File: src/rtl/twisted_ring_counter.sv
// Johnson / ring shift counter with load, illegal-state recovery,
// decoded position index and wrap pulse.
module twisted_ring_counter #(
  parameter int WIDTH = 4,
  localparam int IDXW = $clog2(2 * WIDTH)
) (
  input  logic             clk,
  input  logic             reset,
  input  logic             enable,
  input  logic             dir,
  input  logic             mode,
  input  logic             load,
  input  logic [WIDTH-1:0] load_value,
  output logic [WIDTH-1:0] count,
  output logic [IDXW-1:0]  idx,
  output logic             wrap,
  output logic             err
);

  function automatic logic is_legal(
    input logic [WIDTH-1:0] c,
    input logic             m
  );
    int n;
    int t;
    n = 0;
    t = 0;
    for (int i = 0; i < WIDTH; i++)
      n += int'(c[i]);
    for (int i = 0; i < WIDTH - 1; i++)
      if (c[i] != c[i+1]) t++;
    return m ? (n == 1) : (t <= 1);
  endfunction

  // Johnson: MSB-side run of k ones -> k, LSB-side run of m ones -> 2W-m
  function automatic logic [IDXW-1:0] decode(
    input logic [WIDTH-1:0] c,
    input logic             m
  );
    int n;
    int pos;
    n = 0;
    pos = 0;
    for (int i = 0; i < WIDTH; i++) begin
      n += int'(c[i]);
      if (c[i]) pos = i;
    end
    if (!is_legal(c, m))
      return '0;
    if (m)
      return (pos == 0) ? '0 : IDXW'(WIDTH - pos);
    if (c[WIDTH-1] || n == 0)
      return IDXW'(n);
    return IDXW'(2 * WIDTH - n);
  endfunction

  logic [WIDTH-1:0] home;
  logic [WIDTH-1:0] nxt;
  logic [IDXW-1:0]  cur;
  logic [IDXW-1:0]  maxi;
  logic             nwrap;
  logic             nerr;

  always_comb begin
    home  = {{(WIDTH-1){1'b0}}, mode};
    cur   = decode(count, mode);
    maxi  = mode ? IDXW'(WIDTH - 1) : IDXW'(2 * WIDTH - 1);
    nxt   = count;
    nwrap = 1'b0;
    nerr  = 1'b0;
    if (!is_legal(count, mode)) begin
      nxt  = home;
      nerr = 1'b1;
    end else begin
      unique case ({mode, dir})
        2'b00: nxt = {~count[0], count[WIDTH-1:1]};
        2'b01: nxt = {count[WIDTH-2:0], ~count[WIDTH-1]};
        2'b10: nxt = {count[0], count[WIDTH-1:1]};
        2'b11: nxt = {count[WIDTH-2:0], count[WIDTH-1]};
        default: nxt = count;
      endcase
      nwrap = dir ? (cur == '0) : (cur == maxi);
    end
  end

  always_ff @(posedge clk) begin
    if (reset) begin
      count <= home;
      idx   <= '0;
      wrap  <= 1'b0;
      err   <= 1'b0;
    end else if (load) begin
      count <= load_value;
      idx   <= decode(load_value, mode);
      wrap  <= 1'b0;
      err   <= 1'b0;
    end else if (enable) begin
      count <= nxt;
      idx   <= decode(nxt, mode);
      wrap  <= nwrap;
      err   <= nerr;
    end else begin
      wrap  <= 1'b0;
      err   <= 1'b0;
    end
  end

endmodule

File: config.mk
export PLATFORM = sky130hd
export DESIGN_NAME = twisted_ring_counter
export DESIGN_NICKNAME = d
export VERILOG_FILES = /design/src/rtl/twisted_ring_counter.sv
export SDC_FILE = /design/constraint.sdc
export NUM_CORES = 1
export LEC_CHECK = 0
export CAP_MARGIN = 30
export CORE_ASPECT_RATIO = 0.6
export CORE_MARGIN = 2
export CORE_UTILIZATION = 40
export DETAILED_ROUTE_END_ITERATION = 10
export PLACE_DENSITY_LB_ADDON = 0.08
export REMOVE_ABC_BUFFERS = 1
export SLEW_MARGIN = 15
export SYNTH_ARGS = -nofsm -noshare
export SYNTH_HDL_FRONTEND = slang
export SYNTH_SLANG_ARGS = --single-unit
export TNS_END_PERCENT = 20
File: constraint.sdc
create_clock -name clk -period 6.8 [get_ports clk]
set_clock_uncertainty 0.15 [all_clocks]
set_input_delay 1.36 -clock clk [delete_from_list [all_inputs] [get_ports clk]]
set_output_delay 1.36 -clock clk [all_outputs]
set_load 0.02 [all_outputs]
Yosys cells after proc, flatten, opt, wreduce, memory -nomap -nowiden:

Index checks and enable logic that the tools add are counted.

* register bits: 9
* input port bits: 10
* output and inout bits: 9
* logic and storage cells: 166

* add/sub/neg operators: 21
* $lt $le $gt $ge: 3
* equal/unequal tests: 16
* mux-type cells: 102
* bitwise gates (word level): 4
* reduce and logical (&&, ||, !) cells: 15

Operators by type and width (number)
* 32-bit 2-to-1 mux: 32
* 32-bit by 2-bit adder with 32-bit output, second input constant: 6
* 32-bit zero test: 6
* 32-bit by 2-bit <= comparator with 1-bit output, second input constant: 3
* 3-bit 2-to-1 mux: 24
* 1-bit 2-to-1 mux: 42
* 4-bit case mux with 4 select lines: 1
* 3-bit by 1-bit adder with 4-bit output: 3
* 4-bit by 1-bit == test with 1-bit output, second input constant: 3
* 4-bit 2-to-1 mux: 3
* 2-bit by 1-bit adder with 3-bit output: 3
* 1-bit inequality test: 9
* 1-bit by 3-bit subtractor with 3-bit output, first input constant: 3
* 3-bit subtractor, first input constant: 3
* 1-bit by 1-bit adder with 2-bit output: 3
* 2-bit == test, second input constant: 2
* 1-bit inverter: 4
* 4-bit OR reduction: 1
* 3-bit == test: 1
* 3-bit zero test: 1
* 1-bit logical OR: 3
* 3-bit nonzero test: 1
* 3-bit OR reduction: 1
* 2-bit by 1-bit == test with 1-bit output, second input constant: 1
* other kinds (2): 2

Longest topological paths before layout:

* depth after elaboration: 44
* mapped depth: 20
* gate-level depth less buffers: 20

Worst setup path after synthesis:

No wires, ideal clock.

* path kind: reg-to-reg
* from: register count[0]
* to: register idx[1]
* setup time: 91 ps
* data arrival time: 4584 ps
* required time: 6559 ps
* setup slack: 1975 ps
* cell stages (with the launch flop): 21
* path buffers: 0
* clock period less this slack: 4825 ps
* path through: edfxtp_1 -> inv_1 -> fa_1 -> inv_1 -> ha_1 -> ha_1 -> inv_1 -> ha_1 -> nand3b_1 -> and2b_2 -> or2_2 -> fa_1 -> inv_1 -> ha_1 -> ha_1 -> inv_1 -> ha_1 -> ha_1 -> a311oi_1 -> o21ai_0 -> a311oi_1

* word-level cells in the longest chain between the ends: 33
* elaborated cells on any way between the ends: 67
* those cells by class: 12 x add/sub; 2 x order compare; 6 x eq/ne; 43 x mux; 1 x bitwise; 3 x reduce/logical

RTL lines
* start: declaration: RTL line 14 `output logic [WIDTH-1:0] count,`
* start signal: assignment: RTL line 88 `count <= home;`
* start signal: assignment: RTL line 93 `count <= load_value;`
* start signal: assignment: RTL line 98 `count <= nxt;`
* 1-bit inequality test: RTL line 31 `if (c[i] != c[i+1]) t++;`
* 1-bit 2-to-1 mux: RTL line 31
* 32-bit by 2-bit adder with 32-bit output: RTL line 31
* 32-bit 2-to-1 mux: RTL line 31
* 32-bit by 2-bit adder with 32-bit output: RTL line 31
* 32-bit 2-to-1 mux: RTL line 31
* 32-bit by 2-bit <= comparator with 1-bit output: RTL line 32 `return m ? (n == 1) : (t <= 1);`
* 1-bit 2-to-1 mux: RTL line 32
* (+17 left out)
* 1-bit 2-to-1 mux: RTL line 32
* 1-bit 2-to-1 mux: RTL line 48 `if (!is_legal(c, m))`
* 1-bit 2-to-1 mux: RTL line 97 `end else if (enable) begin`
* 1-bit 2-to-1 mux: RTL line 92 `end else if (load) begin`
* 1-bit 2-to-1 mux: RTL line 87 `if (reset) begin`
* 3-bit 2-to-1 mux *: RTL line 50 `if (m)`
* 3-bit 2-to-1 mux *: RTL line 97
* 3-bit 2-to-1 mux *: RTL line 92
* end signal: assignment: RTL line 94 `idx <= decode(load_value, mode);`
* end signal: assignment: RTL line 99 `idx <= decode(nxt, mode);`
* end: declaration: RTL line 15 `output logic [IDXW-1:0] idx,`

Mark *: on every way between the ends. The rest lies on a longest branch, timed or not. The select of a mux whose other input is x is not followed.
A chain may end at the register's enable or synchronous reset.

Worst setup path in the final report:

* from: input port mode
* to: register idx[1]

* word-level cells in the longest chain between the ends: 27
* elaborated cells on any way between the ends: 76
* those cells by class: 7 x add/sub; 1 x order compare; 7 x eq/ne; 57 x mux; 4 x reduce/logical

RTL lines
* start: declaration: RTL line 11 `input logic mode,`
* 2-bit == test (tied with other cells): RTL line 75 `unique case ({mode, dir})`
* 4-bit case mux with 4 select lines: RTL line 75
* 4-bit 2-to-1 mux: RTL line 71 `if (!is_legal(count, mode)) begin`
* 1-bit inequality test: RTL line 31
* 1-bit 2-to-1 mux: RTL line 31
* 32-bit 2-to-1 mux: RTL line 97
* 32-bit 2-to-1 mux: RTL line 92
* 32-bit 2-to-1 mux: RTL line 87
* (+11 left out)
* 1-bit 2-to-1 mux: RTL line 32
* 1-bit 2-to-1 mux: RTL line 48
* 1-bit 2-to-1 mux: RTL line 97
* 1-bit 2-to-1 mux: RTL line 92
* 1-bit 2-to-1 mux: RTL line 87
* 3-bit 2-to-1 mux: RTL line 50
* 3-bit 2-to-1 mux: RTL line 97
* 3-bit 2-to-1 mux *: RTL line 92

Marks and branches as above.

==> reports/summary.txt <==
FP Rows -> 16
final HPWL from detailed placement -> 2960 microns
most frequent cells in the layout -> inv_1, ha_1, clkdlybuf4s50_1
fmax -> 177 MHz
Leak -> 0.754 nW
fillers -> 334
Final Hold Viols -> 0
GR Util met3 -> 3.66%
Tot GR Track Use -> 20.3%
Clock Pin Slew Worst Setup and Hold Paths -> 0.05 ns
number of synthesized flops with an enable pin -> 1
crit path max fanout -> 18
post-cts sizing count -> 0
post-synthesis async set-or-reset flop share -> 0%
FF-to-FF setup slack -> 1.41 ns
Root Buffer -> clkbuf_8
Layout area overhead -> 18.4%
Post-Syn Area -> 1410 sq um
Post-route DRC -> 0
Final TNS setup -> 0 ns
CP Data Arrival Time -> 5.63 ns
gp weighted congestion -> 0.844
first-pass GRT wire length -> 6200 microns
clock sinks -> 9
reg2reg path depth -> 20
RSZ-0062 raised after global routing -> false
Hold Crit Depth -> 2
via count -> 1334
VDD IR-drop max -> 0.0000820 V
1st-iter DRT viols -> 88
H-tree levels -> 1
per-cell routed wire length -> 15.8 microns
commonest non-fill, non-tap cell in the layout -> inv_1
pwr/cell area -> 210 nW/um^2
Final period util -> 82.9%
DR pass1 iterations -> 4
layout cells sized above 1 -> 5.85%
antenna violations before repair -> 0
Worst-Margin Slew -> 0.719 ns
synth unique cells -> 50
IO Port Bufs -> 18
met2 Usage GRT -> 29.2%
register area share after synthesis -> 13.5%
count of hold-fix buffers inserted at cts -> 0
Worst setup SP type -> input port
YS warnings -> 0
CORE AREA -> 3320 sq um
setup repair bufs after CTS -> 0
vias per inst -> 5.73
max_cap viols -> 0
final slew viol count -> 0
worst skew pair latency -> 0.24 ns
number of CTS-inserted buffers -> 3
Final ANT Viol Nets -> 0
busiest grt layer -> met1
Worst setup EP type -> flop
TritonCTS clock tree -> yes
Final nets -> 231
Initial Utilization -> 42.5%
Mean Syn Cell Area -> 8.25 sq um
GRT overflow -> 0
ys flop type -> dfxtp_1
met1 usage -> 30.5%
WS Path Type -> input port to flop
ANT cells -> 0
num ports -> 19
outcome -> completed
Final setup viols -> 0
Final Critical Period -> 5.64 ns
largest net degree at the start of global routing -> 19
worst setup margin -> 1.16 ns
vias in the first global route -> 1277
total wire length -> 3690 microns
Die ar. -> 4040 sq um
worst endpoint required time -> 6.80 ns
DP Worst Slack -> 0.951 ns
Die Y -> 50.0 microns
Max-slew headroom -> 51.9%
Synth Register Bits -> 9
clock tree buffer depth -> 2
HP Class -> flop to flop
Mapped Cells -> 171
width of the die -> 80.7 microns
flip-flops by register name, indices dropped and copies added (netlist names):
signal / count
wrap: 1
count: 4
idx: 3
err: 1
cells in the mapped netlist, types with 2 or more instances:
master	count	share of area [%]
o22ai_1	2	0.89
nor2_1	10	2.7
buf_2	3	1.1
nor2b_1	2	0.89
a221oi_1	2	1.2
a21oi_1	5	1.8
nor3_1	3	1.1
a21o_1	3	1.6
nand3b_1	2	1.1
nor3b_1	2	1.1
nand2_1	9	2.4
mux2i_1	4	2.8
nand2b_1	8	3.5
nand3_1	2	0.71
nand4_1	3	1.3
a211o_1	2	1.2
a311oi_1	3	1.9
dfxtp_1	8	11
fa_1	3	4.3
ha_1	29	26
a211oi_1	2	1.1
o21ai_0	5	1.8
clkbuf_1	2	0.53
inv_1	31	8.2
metrics by stage:
step	cell area (sq um)	hold WS (ns)	std cells	util, %	power, mW
2_1_floorplan	1390	0.495	166	-	0.222
5_1_grt	1670	0.477	233	50.3	0.388
4_1_cts	1670	0.413	233	50.3	0.352
3_3_place_gp	1630	0.362	229	48.9	0.275
3_5_place_dp	1630	0.400	229	48.9	0.286
6_report	1670	0.403	233	50.3	0.352
worst max-delay path, stage by stage:
cell and delay (ns):
clkdlybuf4s50_1 0.78, a221oi_2 0.53, and2b_2 0.31, or2_2 0.35, fa_1 0.54, inv_1 0.04, ha_1 0.17, ha_1 0.32
inv_1 0.09, ha_1 0.14, nand3_1 0.10, a221oi_1 0.43, nand4_1 0.17, a311oi_1 0.30
where the power goes:
| group | internal, mW | switching [mW] | total [mW] | leakage, nW |
|---|---|---|---|---|
| sequential | 0.0591 | 0.00594 | 0.0650 | 0.0760 |
| clock | 0.0411 | 0.0237 | 0.0647 | 0.0228 |
| combinational | 0.0951 | 0.127 | 0.222 | 0.656 |
| total | 0.195 | 0.156 | 0.352 | 0.754 |
area by class of cell:
class	count	area (sq um)	area share, %
inverter	31	116	6.97
sequential	9	190	11.4
timing repair buffer	18	180	10.8
clock buffer	4	45.0	2.70
multi-input combinational	126	1080	64.8
tap	45	56.3	3.37
cells by family after synthesis:
family          synth area share [%]
xor+xnor                       0.621
compound gates                  23.1
mux                             3.63
fa+ha+maj                       30.7
buf+inv                         9.84
simple gates                    18.6
flops                           13.5
layer usage:
metal  share of wire [%]  vias to the layer above
li1                    -                      648
met1                  51                      621
met2                  41                       53
met3                 6.6                       12
met4                 1.8                        0
met5                   0                        -
worst paths after layout:
| check | from | to |
|---|---|---|
| worst max-delay path | mode | idx[1] |
| worst min-delay path | idx[0] | idx[0] |
| worst max register to register | count[3] | idx[1] |
| worst min register to register | idx[0] | idx[0] |
Note: power is estimated with default switching activity, not from simulation.
